$ cat config.mk
export PLATFORM = sky130hd
export DESIGN_NAME = mem_port_arbiter
export DESIGN_NICKNAME = d
export VERILOG_FILES = /design/src/rtl/mem_port_arbiter.sv
export SDC_FILE = /design/constraint.sdc
export NUM_CORES = 1
export LEC_CHECK = 0
export ABC_AREA = 1
export CELL_PAD_IN_SITES_DETAIL_PLACEMENT = 0
export CELL_PAD_IN_SITES_GLOBAL_PLACEMENT = 2
export CORE_ASPECT_RATIO = 0.7
export CORE_MARGIN = 2
export CORE_UTILIZATION = 22
export CTS_CLUSTER_DIAMETER = 120
export DETAILED_ROUTE_END_ITERATION = 8
export PLACE_DENSITY = 0.86
export SETUP_SLACK_MARGIN = 0.5
export SLEW_MARGIN = 20
export SYNTH_ARGS = -nofsm -noshare
export SYNTH_HDL_FRONTEND = slang
export SYNTH_SLANG_ARGS = --single-unit
$ cat constraint.sdc
create_clock -name clk_i -period 1.8 [get_ports clk_i]
set_input_delay 0.36 -clock clk_i [delete_from_list [all_inputs] [get_ports clk_i]]
set_output_delay 0.36 -clock clk_i [all_outputs]
set_load 0.005 [all_outputs]
$ cat src/rtl/mem_port_arbiter.sv
// mem_port_arbiter
// Shares one line-wide backing memory port between the icache miss path and
// the dcache miss/writeback path.
//
// Arbitration is round-robin. last_grant resets to icache, so the dcache wins
// the first conflict. Only one transaction is in flight at a time, and its
// response is routed back to the requester that owns it.
//
// Ports
//   clk_i, reset_ni        clock, asynchronous active-low reset
//   ic_req_*               icache line-fill request (valid/ready/addr)
//   ic_rsp_valid_o         one-cycle pulse, fill data on rsp_data_o
//   dc_req_*               dcache request (valid/ready/addr/write/wdata)
//   dc_rsp_valid_o         one-cycle pulse, fill data or write ack
//   rsp_data_o             shared response line, qualified by the rsp valids
//   mem_req_*              latched request toward the memory controller
//   mem_rsp_*              memory response (read data or write ack)
//   timeout_o              sticky flag, set when memory never answered
module mem_port_arbiter #(
    parameter int ADDR_WIDTH     = 32,
    parameter int LINE_WIDTH     = 128,
    parameter int TIMEOUT_CYCLES = 1024
) (
    input  logic                  clk_i,
    input  logic                  reset_ni,

    input  logic                  ic_req_valid_i,
    output logic                  ic_req_ready_o,
    input  logic [ADDR_WIDTH-1:0] ic_req_addr_i,
    output logic                  ic_rsp_valid_o,

    input  logic                  dc_req_valid_i,
    output logic                  dc_req_ready_o,
    input  logic [ADDR_WIDTH-1:0] dc_req_addr_i,
    input  logic                  dc_req_write_i,
    input  logic [LINE_WIDTH-1:0] dc_req_wdata_i,
    output logic                  dc_rsp_valid_o,

    output logic [LINE_WIDTH-1:0] rsp_data_o,

    output logic                  mem_req_valid_o,
    input  logic                  mem_req_ready_i,
    output logic [ADDR_WIDTH-1:0] mem_req_addr_o,
    output logic                  mem_req_write_o,
    output logic [LINE_WIDTH-1:0] mem_req_wdata_o,
    input  logic                  mem_rsp_valid_i,
    input  logic [LINE_WIDTH-1:0] mem_rsp_data_i,

    output logic                  timeout_o
);

    localparam int CNT_WIDTH = $clog2(TIMEOUT_CYCLES) + 1;
    localparam logic [CNT_WIDTH-1:0] CNT_LAST = CNT_WIDTH'(TIMEOUT_CYCLES - 1);

    typedef enum logic [1:0] {
        IDLE,
        ISSUE,
        WAIT_RSP
    } state_t;

    typedef enum logic [1:0] {
        OWN_NONE,
        OWN_IC,
        OWN_DC
    } owner_t;

    state_t                state, state_next;
    owner_t                owner, owner_next;
    logic                  last_grant_dc, last_grant_dc_next;
    logic [CNT_WIDTH-1:0]  wait_count, wait_count_next;
    logic                  ic_rsp, ic_rsp_next;
    logic                  dc_rsp, dc_rsp_next;
    logic                  timeout, timeout_next;
    logic [LINE_WIDTH-1:0] rsp_data, rsp_data_next;
    logic [ADDR_WIDTH-1:0] req_addr, req_addr_next;
    logic                  req_write, req_write_next;
    logic [LINE_WIDTH-1:0] req_wdata, req_wdata_next;
    logic                  grant_ic, grant_dc;
    logic                  rsp_busy;
    logic                  finish;

    // State and datapath registers. Reset discards any in-flight request and
    // drops any pending response pulse.
    always_ff @(posedge clk_i or negedge reset_ni) begin
        if (!reset_ni) begin
            state         <= IDLE;
            owner         <= OWN_NONE;
            last_grant_dc <= 1'b0;
            wait_count    <= '0;
            ic_rsp        <= 1'b0;
            dc_rsp        <= 1'b0;
            timeout       <= 1'b0;
            rsp_data      <= '0;
            req_addr      <= '0;
            req_write     <= 1'b0;
            req_wdata     <= '0;
        end else begin
            state         <= state_next;
            owner         <= owner_next;
            last_grant_dc <= last_grant_dc_next;
            wait_count    <= wait_count_next;
            ic_rsp        <= ic_rsp_next;
            dc_rsp        <= dc_rsp_next;
            timeout       <= timeout_next;
            rsp_data      <= rsp_data_next;
            req_addr      <= req_addr_next;
            req_write     <= req_write_next;
            req_wdata     <= req_wdata_next;
        end
    end

    // Next-state, arbitration and response routing.
    always_comb begin
        state_next         = state;
        owner_next         = owner;
        last_grant_dc_next = last_grant_dc;
        wait_count_next    = wait_count;
        ic_rsp_next        = 1'b0;
        dc_rsp_next        = 1'b0;
        timeout_next       = timeout;
        rsp_data_next      = rsp_data;
        req_addr_next      = req_addr;
        req_write_next     = req_write;
        req_wdata_next     = req_wdata;
        grant_ic           = 1'b0;
        grant_dc           = 1'b0;
        finish             = 1'b0;

        // The state is already IDLE while a response pulse is out. Grants are
        // held off during that cycle, so the earliest re-grant is the cycle
        // after the pulse.
        rsp_busy = ic_rsp | dc_rsp;

        case (state)
            IDLE: begin
                if (!rsp_busy) begin
                    // On a conflict, the requester that did not win last time
                    // gets the port.
                    if (dc_req_valid_i && (!ic_req_valid_i || !last_grant_dc)) begin
                        grant_dc = 1'b1;
                    end else if (ic_req_valid_i) begin
                        grant_ic = 1'b1;
                    end
                end
                if (grant_dc) begin
                    req_addr_next      = dc_req_addr_i;
                    req_write_next     = dc_req_write_i;
                    req_wdata_next     = dc_req_wdata_i;
                    owner_next         = OWN_DC;
                    last_grant_dc_next = 1'b1;
                    state_next         = ISSUE;
                end else if (grant_ic) begin
                    // The icache only fills lines, so it never writes.
                    req_addr_next      = ic_req_addr_i;
                    req_write_next     = 1'b0;
                    req_wdata_next     = '0;
                    owner_next         = OWN_IC;
                    last_grant_dc_next = 1'b0;
                    state_next         = ISSUE;
                end
            end

            ISSUE: begin
                // A response in the same cycle as the handshake is ignored.
                if (mem_req_ready_i) begin
                    wait_count_next = '0;
                    state_next      = WAIT_RSP;
                end
            end

            WAIT_RSP: begin
                if (mem_rsp_valid_i) begin
                    rsp_data_next = mem_rsp_data_i;
                    finish        = 1'b1;
                end else if (wait_count == CNT_LAST) begin
                    // Hand the owner zeroed data so its miss path cannot hang.
                    rsp_data_next = '0;
                    timeout_next  = 1'b1;
                    finish        = 1'b1;
                end else begin
                    wait_count_next = wait_count + CNT_WIDTH'(1);
                end
                if (finish) begin
                    ic_rsp_next     = (owner == OWN_IC);
                    dc_rsp_next     = (owner == OWN_DC);
                    owner_next      = OWN_NONE;
                    wait_count_next = '0;
                    state_next      = IDLE;
                end
            end

            default: begin
                state_next = IDLE;
            end
        endcase
    end

    assign ic_req_ready_o  = grant_ic;
    assign dc_req_ready_o  = grant_dc;
    assign ic_rsp_valid_o  = ic_rsp;
    assign dc_rsp_valid_o  = dc_rsp;
    assign rsp_data_o      = rsp_data;
    assign mem_req_valid_o = (state == ISSUE);
    assign mem_req_addr_o  = req_addr;
    assign mem_req_write_o = req_write;
    assign mem_req_wdata_o = req_wdata;
    assign timeout_o       = timeout;

endmodule

== Yosys cells after proc, flatten, opt, wreduce, memory -nomap -nowiden ==
Index checks and enable logic that the tools add are counted.

* Input bits: 327
* Output and inout bits: 295
* Word-level logic and storage cells: 76
* Register bits: 308

* Equality and inequality tests: 10
* Reductions and logical operators: 15
* Add/sub/neg operators: 1
* Bitwise logic cells: 2
* Muxes and demuxes: 37

{| class="wikitable"
|+ Operators with widths
! cell !! count
|-
| two-way mux 128 bit || 4
|-
| two-way mux 32 bit || 2
|-
| two-way mux 11 bit || 4
|-
| one-hot mux 11 bit (2 select lines) || 1
|-
| two-way mux 1 bit || 19
|-
| adder 11 x 1 -> 11 bit, second input constant || 1
|-
| == test 11 x 10 -> 1 bit, second input constant || 1
|-
| two-way mux 2 bit || 5
|-
| != test 3 bit, second input constant || 3
|-
| AND reduction 3 bit || 3
|-
| nonzero test 2 bit || 4
|-
| one-hot mux 2 bit (3 select lines) || 1
|-
| == test 2 x 1 -> 1 bit, second input constant || 2
|-
| == test 2 bit, second input constant || 2
|-
| one-hot mux 2 bit (2 select lines) || 1
|-
| AND reduction 2 bit || 2
|-
| AND reduction 4 bit || 1
|-
| logical NOT 1 bit || 2
|-
| logical NOT 2 bit || 1
|-
| != test 2 x 1 -> 1 bit, second input constant || 1
|-
| != test 2 bit, second input constant || 1
|-
| logical AND 1 bit || 1
|-
| logical OR 1 bit || 1
|-
| NOT 1 bit || 1
|-
| bitwise OR 1 bit || 1
|}

== Logic depth before layout (Yosys ltp) ==
Gate-level depths: netlist of run 1.

* Depth in word-level cells: 9
* Gate-level depth with buffers: 10
* Mapped depth without buffers: 8

== Worst setup path after synthesis of run 1 ==
Ideal clock, no wire load.

* Path kind: reg-to-reg
* Start point: reg wait_count[0]
* End point: reg rsp_data[0] (netlist: rsp_data_o[0])
* Clock period less this slack: 1474 ps
* Stages on the path, launching flop included: 11
* Data required time: 1734 ps
* Path slack: 326 ps
* Data arrival time: 1407 ps
* Buffers on the path: 2
* Library setup time: 66 ps
* Cells stage by stage: dfrtp_1 -> ha_1 -> nand3_1 -> inv_1 -> nand3_1 -> nand2_1 -> nand2_1 -> buf_4 -> buf_6 -> nand2_1 -> nand2_1

* Cells in the longest elaborated chain, start to end: 3

{| class="wikitable"
|+ Ends and longest elaborated chain
! element !! RTL line !! text
|-
| start: declaration || 70 || <nowiki>logic [CNT_WIDTH-1:0] wait_count, wait_count_next;</nowiki>
|-
| start signal: assignment || 101 || <nowiki>wait_count <= wait_count_next;</nowiki>
|-
| == test 11 x 10 -> 1 bit || 175 || <nowiki>end else if (wait_count == CNT_LAST) begin</nowiki>
|-
| nonzero test 2 bit (no line) || -- ||
|-
| AND reduction 2 bit (no line) || -- ||
|-
| end signal: assignment || 105 || <nowiki>rsp_data <= rsp_data_next;</nowiki>
|-
| end: declaration || 74 || <nowiki>logic [LINE_WIDTH-1:0] rsp_data, rsp_data_next;</nowiki>
|}

Every way passes these cells.
A chain may end at the register's enable or synchronous reset.

== Worst setup path after layout of run 1 ==
* Start point: reg state[1]
* End point: out dc_req_ready_o

* Cells in the longest elaborated chain, start to end: 2

{| class="wikitable"
|+ Ends and longest elaborated chain
! element !! RTL line !! text
|-
| start: declaration || 67 || <nowiki>state_t state, state_next;</nowiki>
|-
| start signal: assignment || 98 || <nowiki>state <= state_next;</nowiki>
|-
| logical NOT 2 bit || 134 || <nowiki>case (state)</nowiki>
|-
| two-way mux 1 bit || 134 ||
|-
| end: declaration || 33 || <nowiki>output logic dc_req_ready_o,</nowiki>
|}

Every way passes these cells.

==> summary.txt, run 1 <==
Outcome
  – Status: finished with violations
  – Failing checks: setup timing

Power and ir drop
  – Static Leakage: between 10 and 15 nW
  – Pwr Total: 0.0336 W
  – Maximum VDD drop: just over 0.0007 V
  – Pwr dens: around 1500 nW/um^2

Detailed routing
  – Final wirelength: between 50 and 60 mm
  – Drt drc: 0
  – 1st-iter DRT viols: 607
  – Vias: between 10000 and 15000
  – Vias per cell: between 4 and 5
  – Routed length per instance: 18.0 um
  – Antenna-violating nets left: 0
  – TritonRoute pass-1 iters: 7

Synth
  – Number of synthesized flops with an enable pin: 0
  – Post-Synth Simple-Gate Area: 0.298
  – Adder-cell share of the synthesized area: 0.000991
  – Number of synthesized register bits: slightly above 300
  – Distinct cell type count after synthesis: 24
  – Synth warn: 0
  – Register area share after synthesis: 0.610
  – Post-synth design cell area: 12600 um^2
  – Syn Area/Cell: between 8 and 9 um^2
  – Post-synth ARST share: 1.00
  – Multiplexer area fraction after synthesis: 0
  – Largest family of logic cells by synthesized area: simple AND/OR/NAND/NOR gates
  – Synth Flop Type: dfrtp_1
  – Syn Inst Count: about 1400
  – Xor/xnor share of the synthesized area: 0.00208
  – Mapped Nets: between 1500 and 2000
  – Post-synthesis compound-gate area fraction: 0.0320

Finish
  – Final #Nets: between 2000 and 3000
  – Fillers: 5733
  – Synth-to-layout area growth: 77.4%
  – Post-Layout Inst Area: about 22000 um^2
  – Share of layout cells above drive strength 1: 0.336

Floorplanning
  – Rows: 73
  – Die area: approximately 60000 um^2
  – Core ar.: 56700 um^2
  – Die X: approximately 290 um
  – Die Height: roughly 200 um
  – Initial Util: 0.223
  – I/O pins: between 600 and 700

Worst setup path
  – Worst path arrival time: 1.48 ns
  – Req. time, crit path: 1.44 ns
  – Worst setup path class: register to output pin
  – Startpoint Class: register
  – Worst-path maximum fanout: 2
  – CP endpoint kind: output pin

Timing
  – TNS Setup: -0.0628 ns
  – Crit share post-route: 1.02
  – Final hold violations: 0
  – Max Fclk: 0.545 GHz
  – Setup violations, final: 2
  – Slew @ Worst Pin: around 0.6 ns
  – Unrepaired setup endpoints after global routing: true
  – Setup Skew: 0.0327 ns
  – Relative slew slack: 0.608
  – Period minus WS final: between 1.5 and 2 ns
  – Pins over their slew limit: 0
  – Setup slack after layout: -0.0351 ns

Global routing
  – Largest net degree at the start of global routing: between 70 and 80
  – Antenna violations before repair: 3
  – Global-route wire length before repair: between 70 and 80 mm
  – Gr usage total: 0.160
  – Vias in the first global route: roughly 13000
  – Remaining Overflow, GRT: 0

CTS
  – Num CTS Buffers: 36
  – Number of H-tree levels: 2
  – Root Buffer Master: clkbuf_16
  – CTS tree: yes
  – Worst-path clk slew: 0.06 ns
  – Clock latency on the worst-skew pair: 0.55 ns
  – Clock sink total: around 310
  – Clk buf depth: 3

Placed design
  – Pre-CTS WS: -0.313 ns
  – Port bufs: 621
  – DP HPWL: roughly 36 mm
  – Placed cell areas: 20200 um^2
  – Gpl congestion: around 0.84

Job
  – Max-cap violations: 0

Worst hold path
  – Hold WC Path Type: input pin to register
[cells in the final DEF, fill, tap and decap left out, types with 7 or more instances in the layout]
| cell | Yosys | final |
|---|---|---|
| nor2_1 | 50 | 45 |
| buf_2 | 41 | 274 |
| clkbuf_16 | 0 | 57 |
| buf_16 | 0 | 7 |
| nand2_2 | 0 | 112 |
| buf_4 | 5 | 126 |
| dfrtp_1 | 308 | 308 |
| a21oi_1 | 28 | 27 |
| o21ai_1 | 3 | 13 |
| nand2_4 | 0 | 57 |
| clkbuf_1 | 35 | 11 |
| o21ai_0 | 32 | 22 |
| buf_6 | 10 | 35 |
| a21oi_2 | 7 | 8 |
| buf_12 | 0 | 22 |
| nand3_1 | 268 | 263 |
| nand2_1 | 581 | 411 |
| buf_8 | 0 | 10 |
| clkdlybuf4s50_1 | 0 | 324 |
| inv_1 | 52 | 45 |
| clkbuf_8 | 0 | 8 |
[metrics by stage]
| step | cells | hold slack (ns) | util |
|---|---|---|---|
| after floorplan | 1443 | 0.0644 | - |
| after global placement | 2797 | 0.355 | 0.356 |
| after detailed placement | 2797 | 0.356 | 0.356 |
| after CTS | 2928 | 0.121 | 0.363 |
| after global routing | 2982 | 0.144 | 0.395 |
| final | 2983 | 0.170 | 0.395 |
[synthesized netlist by cell type (2+ instances only)]
cell type	count	area (um^2)
nand4_1	2	12.5
o21ai_1	3	15.0
buf_4	5	37.5
nor2_1	50	188
a21oi_1	28	140
a31oi_1	2	12.5
buf_2	41	205
buf_1	7	26.3
nand2_1	581	2180
inv_1	52	195
buf_6	10	113
clkbuf_1	35	131
xor2_1	3	26.3
nand3_1	268	1340
a21oi_2	7	61.3
nand4_2	2	25.0
dfrtp_1	308	7710
o21ai_0	32	160
nor2_2	2	12.5
[worst max-delay path, stage by stage (launching register included)]
cell     delay (ns)
dfrtp_1        0.41
nor2_4         0.15
buf_6          0.12
nand4_4        0.11
inv_4          0.07
buf_6          0.08
[layer usage]
| layer | share of wire | wire [um] | track usage | up-vias |
|---|---|---|---|---|
| met5 | 0.00024 | 13 | 0 | - |
| met4 | 0.029 | 1570 | 0.0582 | 2 |
| met3 | 0.075 | 4040 | 0.0509 | 96 |
| met2 | 0.47 | 25200 | 0.252 | 442 |
| met1 | 0.42 | 22800 | 0.205 | 6288 |
| li1 | - | - | - | 6156 |
[power by group]
| group | total, W | internal (W) | switching [W] |
|---|---|---|---|
| sequential | 0.0114 | 0.00974 | 0.00162 |
| combinational | 0.0149 | 0.00740 | 0.00746 |
| clock | 0.00739 | 0.00440 | 0.00299 |
| total | 0.0336 | 0.0215 | 0.0121 |
[flip-flops by register name (all words and copies together) (netlist names)]
| signal | count |
|---|---|
| dc_rsp_valid_o | 1 |
| ic_rsp_valid_o | 1 |
| last_grant_dc | 1 |
| mem_req_addr_o | 32 |
| mem_req_wdata_o | 128 |
| mem_req_write_o | 1 |
| owner | 2 |
| rsp_data_o | 128 |
| state | 2 |
| timeout_o | 1 |
| wait_count | 11 |
[final cells by class]
| class | instances | area [um^2] | share of cell area |
|---|---|---|---|
| flip-flops and latches | 308 | 7710 | 0.344 |
| repair buffers | 821 | 7270 | 0.325 |
| multi-input cells | 986 | 5090 | 0.227 |
| clock buffers | 56 | 1080 | 0.0481 |
| well taps | 750 | 938 | 0.0419 |
| inverters | 53 | 219 | 0.00978 |
| clock inverters | 8 | 93.8 | 0.00419 |
| diodes | 1 | 2.50 | 0.000112 |
[kinds of logic after synthesis]
logic type / after synthesis
DFF: 308
buffers and inverters: 151
xor gates and xnor gates: 3
adders and majority gates: 1
and+or+nand+nor: 906
AOI/OAI and AO/OA: 74
[worst paths after layout]
check / from / end / slack (ns) / depth (start not counted)
worst min-delay path: mem_rsp_valid_i / rsp_data_o[68] / 0.17 / 3
worst max-delay path: state[1] / dc_req_ready_o / -0.04 / 5
worst max register to register: state[1] / mem_req_wdata_o[74] / 0.04 / 11
max in group asynchronous: reset_ni / rsp_data_o[86] / 0.73 / 3
min in group asynchronous: reset_ni / mem_req_wdata_o[107] / 0.35 / 2
worst min register to register: rsp_data_o[10] / rsp_data_o[10] / 0.46 / 2
[repair_timing]
item	CTS	global route
endpoints found under the hold margin	32	0
pin swaps	7	87
endpoints found under the setup margin	601	602
setup buffers	66	25
hold buffers	1	0
resized for setup	1211	302
gates cloned	0	29
No activity file was read; power rests on OpenSTA's default activity.
==> inputs of run 2 (changes only) <==
--- a/config.mk
+++ b/config.mk
@@ -15,7 +15,6 @@
 export DETAILED_ROUTE_END_ITERATION = 8
 export PLACE_DENSITY = 0.86
 export SETUP_SLACK_MARGIN = 0.5
-export SLEW_MARGIN = 20
 export SYNTH_ARGS = -nofsm -noshare
 export SYNTH_HDL_FRONTEND = slang
 export SYNTH_SLANG_ARGS = --single-unit
==> results of run 2 <==
Final layout, timing and power as in run 1 (identical DEF).
